### src/rtl/bp_pkg.sv
// Shared BTB types: 2-bit direction counter, entry layout, key slicing helpers.
// Keys are fall-through addresses (branch PC + 1), so a lookup on NPC finds the branch.
package bp_pkg;

  localparam int ADDR_W = 16;

  typedef logic [1:0] ctr_t;

  localparam ctr_t SNT = 2'b00;
  localparam ctr_t WNT = 2'b01;
  localparam ctr_t WT  = 2'b10;
  localparam ctr_t ST  = 2'b11;

  // Tag is held full-width with the index bits shifted out, so the struct need not be parameterised.
  typedef struct packed {
    logic              valid;
    logic [ADDR_W-1:0] tag;
    logic [ADDR_W-1:0] target;
    ctr_t              ctr;
  } btb_entry_t;

  function automatic logic [ADDR_W-1:0] key_index(input logic [ADDR_W-1:0] key, input int idx_w);
    return key & ((16'd1 << idx_w) - 16'd1);
  endfunction

  function automatic logic [ADDR_W-1:0] key_tag(input logic [ADDR_W-1:0] key, input int idx_w);
    return key >> idx_w;
  endfunction

  function automatic ctr_t ctr_next(input ctr_t c, input logic taken);
    if (taken) return (c == ST) ? ST : ctr_t'(c + 2'd1);
    else       return (c == SNT) ? SNT : ctr_t'(c - 2'd1);
  endfunction

endpackage

### src/rtl/btb_array.sv
// BTB storage: one asynchronous lookup port, one read-modify-write update port committed at the clock edge.
// The update port applies the counter/target/allocate rules itself, so lookups see pre-update contents.
module btb_array
  import bp_pkg::*;
#(
  parameter int ENTRIES = 16,
  parameter int IDX_W   = $clog2(ENTRIES)
) (
  input  logic              clk,
  input  logic              rst,
  input  logic [IDX_W-1:0]  rd_idx,
  output btb_entry_t        rd_entry,
  input  logic              upd_en,
  input  logic [IDX_W-1:0]  upd_idx,
  input  logic [ADDR_W-1:0] upd_tag,
  input  logic              upd_taken,
  input  logic [ADDR_W-1:0] upd_target
);

  btb_entry_t [ENTRIES-1:0] mem;
  btb_entry_t               cur;
  btb_entry_t               nxt;
  logic                     upd_hit;
  logic                     wr;

  assign rd_entry = mem[rd_idx];

  always_comb begin
    cur     = mem[upd_idx];
    upd_hit = cur.valid && (cur.tag == upd_tag);
    nxt     = cur;
    wr      = 1'b0;
    if (upd_en) begin
      if (upd_hit) begin
        wr      = 1'b1;
        nxt.ctr = ctr_next(cur.ctr, upd_taken);
        if (upd_taken) nxt.target = upd_target;
      end else if (upd_taken) begin
        // Taken miss claims the slot regardless of what lived there.
        wr  = 1'b1;
        nxt = '{valid: 1'b1, tag: upd_tag, target: upd_target, ctr: WT};
      end
    end
  end

  always_ff @(posedge clk) begin
    if (rst) begin
      mem <= '0;
    end else if (wr) begin
      mem[upd_idx] <= nxt;
    end
  end

endmodule

### src/rtl/branch_predictor.sv
// BTB + 2-bit predictor: zero-latency lookup on NPC, one-cycle registered redirect/flush on mispredict.
// Resolves arriving while a redirect is pending are wrong-path and ignored.
module branch_predictor
  import bp_pkg::*;
#(
  parameter int ENTRIES = 16,
  parameter int STAT_W  = 16
) (
  input  logic              clk,
  input  logic              rst,
  input  logic [15:0]       pc_if,
  output logic [15:0]       target_bp,
  output logic              target_en_bp,
  input  logic              resolve_valid_ex,
  input  logic [15:0]       resolve_pc_ex,
  input  logic              resolve_taken_ex,
  input  logic [15:0]       resolve_target_ex,
  input  logic              pred_taken_ex,
  input  logic [15:0]       pred_target_ex,
  output logic              flush,
  output logic [STAT_W-1:0] branch_count,
  output logic [STAT_W-1:0] mispredict_count
);

  localparam int IDX_W = $clog2(ENTRIES);

  logic [IDX_W-1:0] lk_idx;
  logic [IDX_W-1:0] upd_idx;
  logic [15:0]      res_key;
  btb_entry_t       lk;
  logic             lk_hit;
  logic             predict_taken;
  logic             accept;
  logic             mispredict;
  logic             redirect_pending;
  logic [15:0]      redirect_target;

  assign res_key = resolve_pc_ex + 16'd1;
  assign lk_idx  = IDX_W'(key_index(pc_if, IDX_W));
  assign upd_idx = IDX_W'(key_index(res_key, IDX_W));

  btb_array #(.ENTRIES(ENTRIES), .IDX_W(IDX_W)) u_btb (
    .clk        (clk),
    .rst        (rst),
    .rd_idx     (lk_idx),
    .rd_entry   (lk),
    .upd_en     (accept),
    .upd_idx    (upd_idx),
    .upd_tag    (key_tag(res_key, IDX_W)),
    .upd_taken  (resolve_taken_ex),
    .upd_target (resolve_target_ex)
  );

  assign lk_hit        = lk.valid && (lk.tag == key_tag(pc_if, IDX_W));
  assign predict_taken = lk_hit && lk.ctr[1];

  assign accept     = resolve_valid_ex && !redirect_pending;
  assign mispredict = accept &&
                      ((resolve_taken_ex != pred_taken_ex) ||
                       (resolve_taken_ex && (resolve_target_ex != pred_target_ex)));

  assign target_en_bp = redirect_pending || predict_taken;
  assign target_bp    = redirect_pending ? redirect_target : lk.target;
  assign flush        = redirect_pending;

  always_ff @(posedge clk) begin
    if (rst) begin
      redirect_pending <= 1'b0;
      redirect_target  <= '0;
      branch_count     <= '0;
      mispredict_count <= '0;
    end else begin
      redirect_pending <= mispredict;
      if (mispredict) redirect_target <= resolve_taken_ex ? resolve_target_ex : res_key;
      if (accept && (branch_count != '1)) branch_count <= branch_count + STAT_W'(1);
      if (mispredict && (mispredict_count != '1)) mispredict_count <= mispredict_count + STAT_W'(1);
    end
  end

endmodule
### config.mk
export PLATFORM = sky130hd
export DESIGN_NAME = branch_predictor
export DESIGN_NICKNAME = d
export VERILOG_FILES = /design/src/rtl/bp_pkg.sv /design/src/rtl/btb_array.sv /design/src/rtl/branch_predictor.sv
export SDC_FILE = /design/constraint.sdc
export NUM_CORES = 1
export LEC_CHECK = 0
export CELL_PAD_IN_SITES_DETAIL_PLACEMENT = 0
export CELL_PAD_IN_SITES_GLOBAL_PLACEMENT = 2
export CORE_UTILIZATION = 39
export CTS_CLUSTER_SIZE = 24
export DETAILED_ROUTE_END_ITERATION = 16
export PLACE_DENSITY = 0.74
export SLEW_MARGIN = 20
export SYNTH_ARGS = -nofsm -noshare
export SYNTH_HDL_FRONTEND = slang
export SYNTH_HIERARCHICAL = 1
export SYNTH_SLANG_ARGS = --single-unit
### constraint.sdc
create_clock -name clk -period 5.8 [get_ports clk]
set_input_delay 0.58 -clock clk [delete_from_list [all_inputs] [get_ports clk]]
set_output_delay 0.58 -clock clk [all_outputs]
set_load 0.01 [all_outputs]
Yosys cells after proc, flatten, opt, wreduce, memory -nomap -nowiden --
Index checks and enable logic that the tools add are counted.
Storage, ports and cells: register bits 609, input port bits 69, output and inout bits 50
Cells by class: $add $sub $neg 5, order comparisons 3, eq/ne operators 7, multiplexer cells 20, reduce and logical (&&, ||, !) cells 13
Operators with widths (count):
- bitwise mux 560 bit | 1
- binary-select mux 35 bit (select 4 bit) | 2
- 2-to-1 mux 35 bit | 5
- demux 35 bit (select 4 bit) | 1
- adder 16 x 1 -> 16 bit, second input constant | 3
- 2-to-1 mux 16 bit | 3
- == test 16 x 12 -> 1 bit | 2
- inequality test 16 bit, second input constant | 2
- 2-to-1 mux 18 bit | 1
- 2-to-1 mux 17 bit | 1
- inequality test 16 bit | 1
- less-than comparator 4 x 5 -> 1 bit, second input constant | 2
- logical AND 1 bit | 9
- 2-to-1 mux 2 bit | 3
- >= comparator 4 x 1 -> 1 bit, second input constant | 1
- 2-to-1 mux 1 bit | 3
- adder 2 x 1 -> 2 bit, second input constant | 1
- == test 2 bit, second input constant | 1
- zero test 2 bit | 1
- logical OR 1 bit | 2
- subtractor 2 x 1 -> 2 bit, second input constant | 1
- zero test 1 bit | 1
- inequality test 1 bit | 1

Longest topological paths before layout --
depth after elaboration 9, depth in mapped cells 18, depth with buffers taken out 13

Modules after synthesis --
The synthesis kept the hierarchy.
By module, submodules not included:
- btb_array | times used 1, cells each 2668, area each 29678.5 µm², seq. area each 11210.8 µm²
- branch_predictor | times used 1, cells each 382, area each 3148.0 µm², seq. area each 980.9 µm²

Least setup slack after synthesis --
No wires, ideal clock.
kind input to register, start input port resolve_pc_ex[2], end register u_btb/mem[123] (netlist bit), library setup time 0.143 ns, arrival 4.222 ns, setup slack 1.435 ns, stages 15, path buffers 4, path through nand3_1 > xnor2_1 > buf_2 > mux4_2 > mux2i_1 > xnor2_1 > nor4b_2 > o21ai_1 > or4b_4 > o21bai_1 > buf_4 > buf_6 > mux2i_1 > buf_2 > o32ai_1
Between the ends: cells in the longest elaborated chain, start to end 8, elaborated cells on any way between the ends 16, classes of those cells 1 x add/sub; 2 x order compare; 1 x eq/ne; 10 x mux; 2 x reduce/logical
Ends and longest elaborated chain:
- start, declared | RTL line branch_predictor.sv:15 | input logic [15:0] resolve_pc_ex,
- adder 16 x 1 -> 16 bit * | RTL line branch_predictor.sv:38 | assign res_key = resolve_pc_ex + 16'd1;
- named net res_key[3] | RTL line branch_predictor.sv:29 | logic [15:0] res_key;
- binary-select mux 35 bit (select 4 bit) | RTL line btb_array.sv:29 | cur = mem[upd_idx];
- 2-to-1 mux 35 bit (not written as such) | RTL line btb_array.sv:29
- == test 16 x 12 -> 1 bit | RTL line btb_array.sv:30 | upd_hit = cur.valid && (cur.tag == upd_tag);
- logical AND 1 bit | RTL line btb_array.sv:30
- 2-to-1 mux 17 bit | RTL line btb_array.sv:34 | if (upd_hit) begin
- 2-to-1 mux 35 bit | RTL line btb_array.sv:33 | if (upd_en) begin
- bitwise mux 560 bit | RTL line btb_array.sv:50 | mem[upd_idx] <= nxt;
- end signal, assigned by index | RTL line btb_array.sv:50
- end, declared | RTL line btb_array.sv:20 | btb_entry_t [ENTRIES-1:0] mem;
The timed path passes the listed nets; every way through them passes the cells marked *. The select of a mux whose other input is x is not followed. A chain may end at the register's enable or synchronous reset.

Worst setup path after layout --
start input port resolve_pc_ex[0], end register u_btb/mem[284] (netlist bit)
Between the ends: elaborated cells on any way between the ends 17, classes of those cells 1 x add/sub; 2 x order compare; 1 x eq/ne; 11 x mux; 2 x reduce/logical
RTL lines (RTL line):
- adder 16 x 1 -> 16 bit * | branch_predictor.sv:38
- named net res_key[10] | branch_predictor.sv:29
- == test 16 x 12 -> 1 bit * | btb_array.sv:30
- logical AND 1 bit * | btb_array.sv:30
- 2-to-1 mux 18 bit | btb_array.sv:34
- 2-to-1 mux 35 bit | btb_array.sv:33
- bitwise mux 560 bit | btb_array.sv:50
Marks and branches as above.

==> flow_metrics.py <==
metrics = {
    "sta": {
        "clock_skew_ns": 0.0208,
        "fin_tns_setup_ns": 0,
        "timing.final.hold_violations": 0,
        "fin_crit_ns": 5.22,
        "relSlewSlack_pct": 21.4,
        "rsz0062_at_grt": "no",
        "worstMarginPinSlew_ns": 1.18,
        "drv_slew": 0,
        "finalSetupViolCount": 0,
        "min_period_over_period_pct": 90.0,
        "fin_worst_hold_slack_ns": 0.374,
        "fmax_mhz": 192,
    },
    "detailed_routing": {
        "via_per_inst": 6.70,
        "drt_iter0_drc": 3071,
        "via_count": 28155,
        "firstDrtPassIters": 6,
        "dr_wl_met2_um": 59500,
        "dr_wl_met3_um": 12400,
        "wl_met1_um": 55000,
        "routed_wl_um": 131000,
        "dr.max_layer_used": "met5",
        "drc": 0,
        "routedWlPerCell_um": 31.1,
        "postRouteAntennaNets": 0,
    },
    "yosys": {
        "ys_warn_count": 6,
        "synthCells": 3045,
        "syn_area_per_cell_um2": 10.7,
        "syn_area_um2": 32700,
    },
    "worst_setup_path": {
        "startpoint_type": "input pin",
        "path_cells": "clkdlybuf4s50_1, ha_4, inv_1, or2_2, nor3_1, xor2_1, nor3_1, nor4b_2, o21ai_1, or4b_4, o31ai_4, buf_12, buf_12, a21oi_1, a311oi_1",
        "required_ns": 6.29,
        "slowest_delay_ns": 0.92,
        "worstSetupEndpointType": "register",
        "cp_max_fo": 46,
        "critPathKind": "in -> reg",
        "cp.arrival_ns": 5.71,
        "crit_slowest_cell": "xor2_1",
    },
    "die": {
        "start_util_pct": 39.7,
        "core-area_um2": 82500,
        "ios": 119,
        "die_w_um": 292,
        "die_area_um2": 85000,
        "rows": 105,
        "die-height_um": 292,
    },
    "clock_network": {
        "cts.htree.levels": 3,
        "path_clk_slew_ns": 0.06,
        "root_buffer": "clkbuf_16",
        "clk_latency_ns": 0.62,
        "cts_tree": "built",
        "post_cts_resized": 0,
        "clock-sinks": 609,
        "clockBufferDepth": 3,
        "holdBufCountCts": 0,
        "cts_made_buffers": 70,
        "cts_setup_buffers": 0,
    },
    "pwr": {
        "cellPowerDensity_nw_per_um2": 268,
        "power_leakage_uw": 0.0122,
        "ir_worst_vdd_mv": 0.173,
    },
    "finish": {
        "synthToLayoutAreaGrowth_pct": 17.1,
        "drive_above_1_share_pct": 23.6,
        "fillers": 7514,
        "final_nets": 3149,
    },
    "global_route": {
        "grt.overflow.total": 0,
        "antenna_found_initial": 2,
        "grt_pass1_vias": 27545,
        "grt_max_degree": 229,
        "grt_usage_pct": 30.2,
        "grt_pass1_wl_um": 192000,
    },
    "placement": {
        "hpwl_um": 83700,
        "gp_congestion": 0.897,
        "port_buffers": 118,
    },
    "job": {
        "drv_cap": 0,
    },
    "status": {
        "outcome": "completed",
    },
    "hold_path": {
        "hp-class": "in -> reg",
    },
}
-- state kept, by name, summed over array words and instances, names as in the netlist --
| name | flops |
|---|---|
| flush | 1 |
| u_btb/mem | 560 |
| branch_count | 16 |
| mispredict_count | 16 |
| redirect_target | 16 |
-- cell type report --
type	instances	area [µm²]	area share [%]
diodes	1	2.50	0.00654
clock buffers	107	2080	5.44
clock inverters	17	215	0.562
inverters	50	193	0.503
multi-input cells	2044	19000	49.6
flip-flops and latches	609	12200	31.8
well taps	1070	1340	3.50
repair buffers	302	3270	8.55
-- per-layer routing --
| metal | global-route usage (%) | vias up |
|---|---|---|
| met3 | 6.61 | 260 |
| met2 | 47.0 | 1517 |
| li1 | - | 12093 |
| met1 | 41.7 | 14281 |
| met5 | 0 | - |
| met4 | 9.78 | 4 |
-- worst max-delay path: cells and delay by family --
kind | cells | cell delay [ns]
adder cells (fa/ha/maj) | 1 | 0.26
buffers and inverters | 4 | 1.33
AND/OR/NAND/NOR | 5 | 1.78
AO/OA/AOI/OAI | 4 | 0.80
XOR/XNOR | 1 | 0.92
-- final timing paths --
kind | startpoint | to | slack, ns | cells past startpoint
worst max register to register | u_btb/mem[514] | u_btb/mem[284] | 1.87 | 11
worst min register to register | redirect_target[10] | redirect_target[10] | 0.45 | 2
worst min-delay path | rst | flush | 0.37 | 2
worst max-delay path | resolve_pc_ex[0] | u_btb/mem[284] | 0.58 | 15
-- power breakdown --
group	switching, µW	internal (µW)
Combinational	958	523
Sequential	43.4	4240
Clock	1860	2660
-- through the flow --
stage | setup WS [ns] | power [µW] | util [%] | instances | area (µm²)
after floorplan | 1.43 | 5230 | - | 3066 | 32800
after global placement | 0.109 | 5810 | 43.6 | 4075 | 36000
after detailed placement | 0.0576 | 5830 | 43.6 | 4075 | 36000
after CTS | 0.709 | 10300 | 46.4 | 4199 | 38300
after global routing | 0.442 | 10600 | 46.4 | 4199 | 38300
final | 0.582 | 10300 | 46.4 | 4200 | 38300
-- placed cells by master, fill, tap and decap left out, drive strengths merged, types with 11 or more instances in the layout --
cell,n
a311oi,108
nor2,95
mux4,307
nand2b,65
xor2,21
or3,18
o31ai,18
a211oi,278
o32ai,16
mux2,62
clkinv,11
nand2,67
clkbuf,108
o22ai,59
clkdlybuf4s50,112
nor3,14
nand4,18
o21ai,27
o211ai,16
nand3,48
conb,22
a22oi,13
nor2b,11
dfxtp,609
inv,52
xnor2,50
a21oi,445
mux2i,77
buf,189
o2bb2ai,91
No activity file was read; power rests on OpenSTA's default activity.
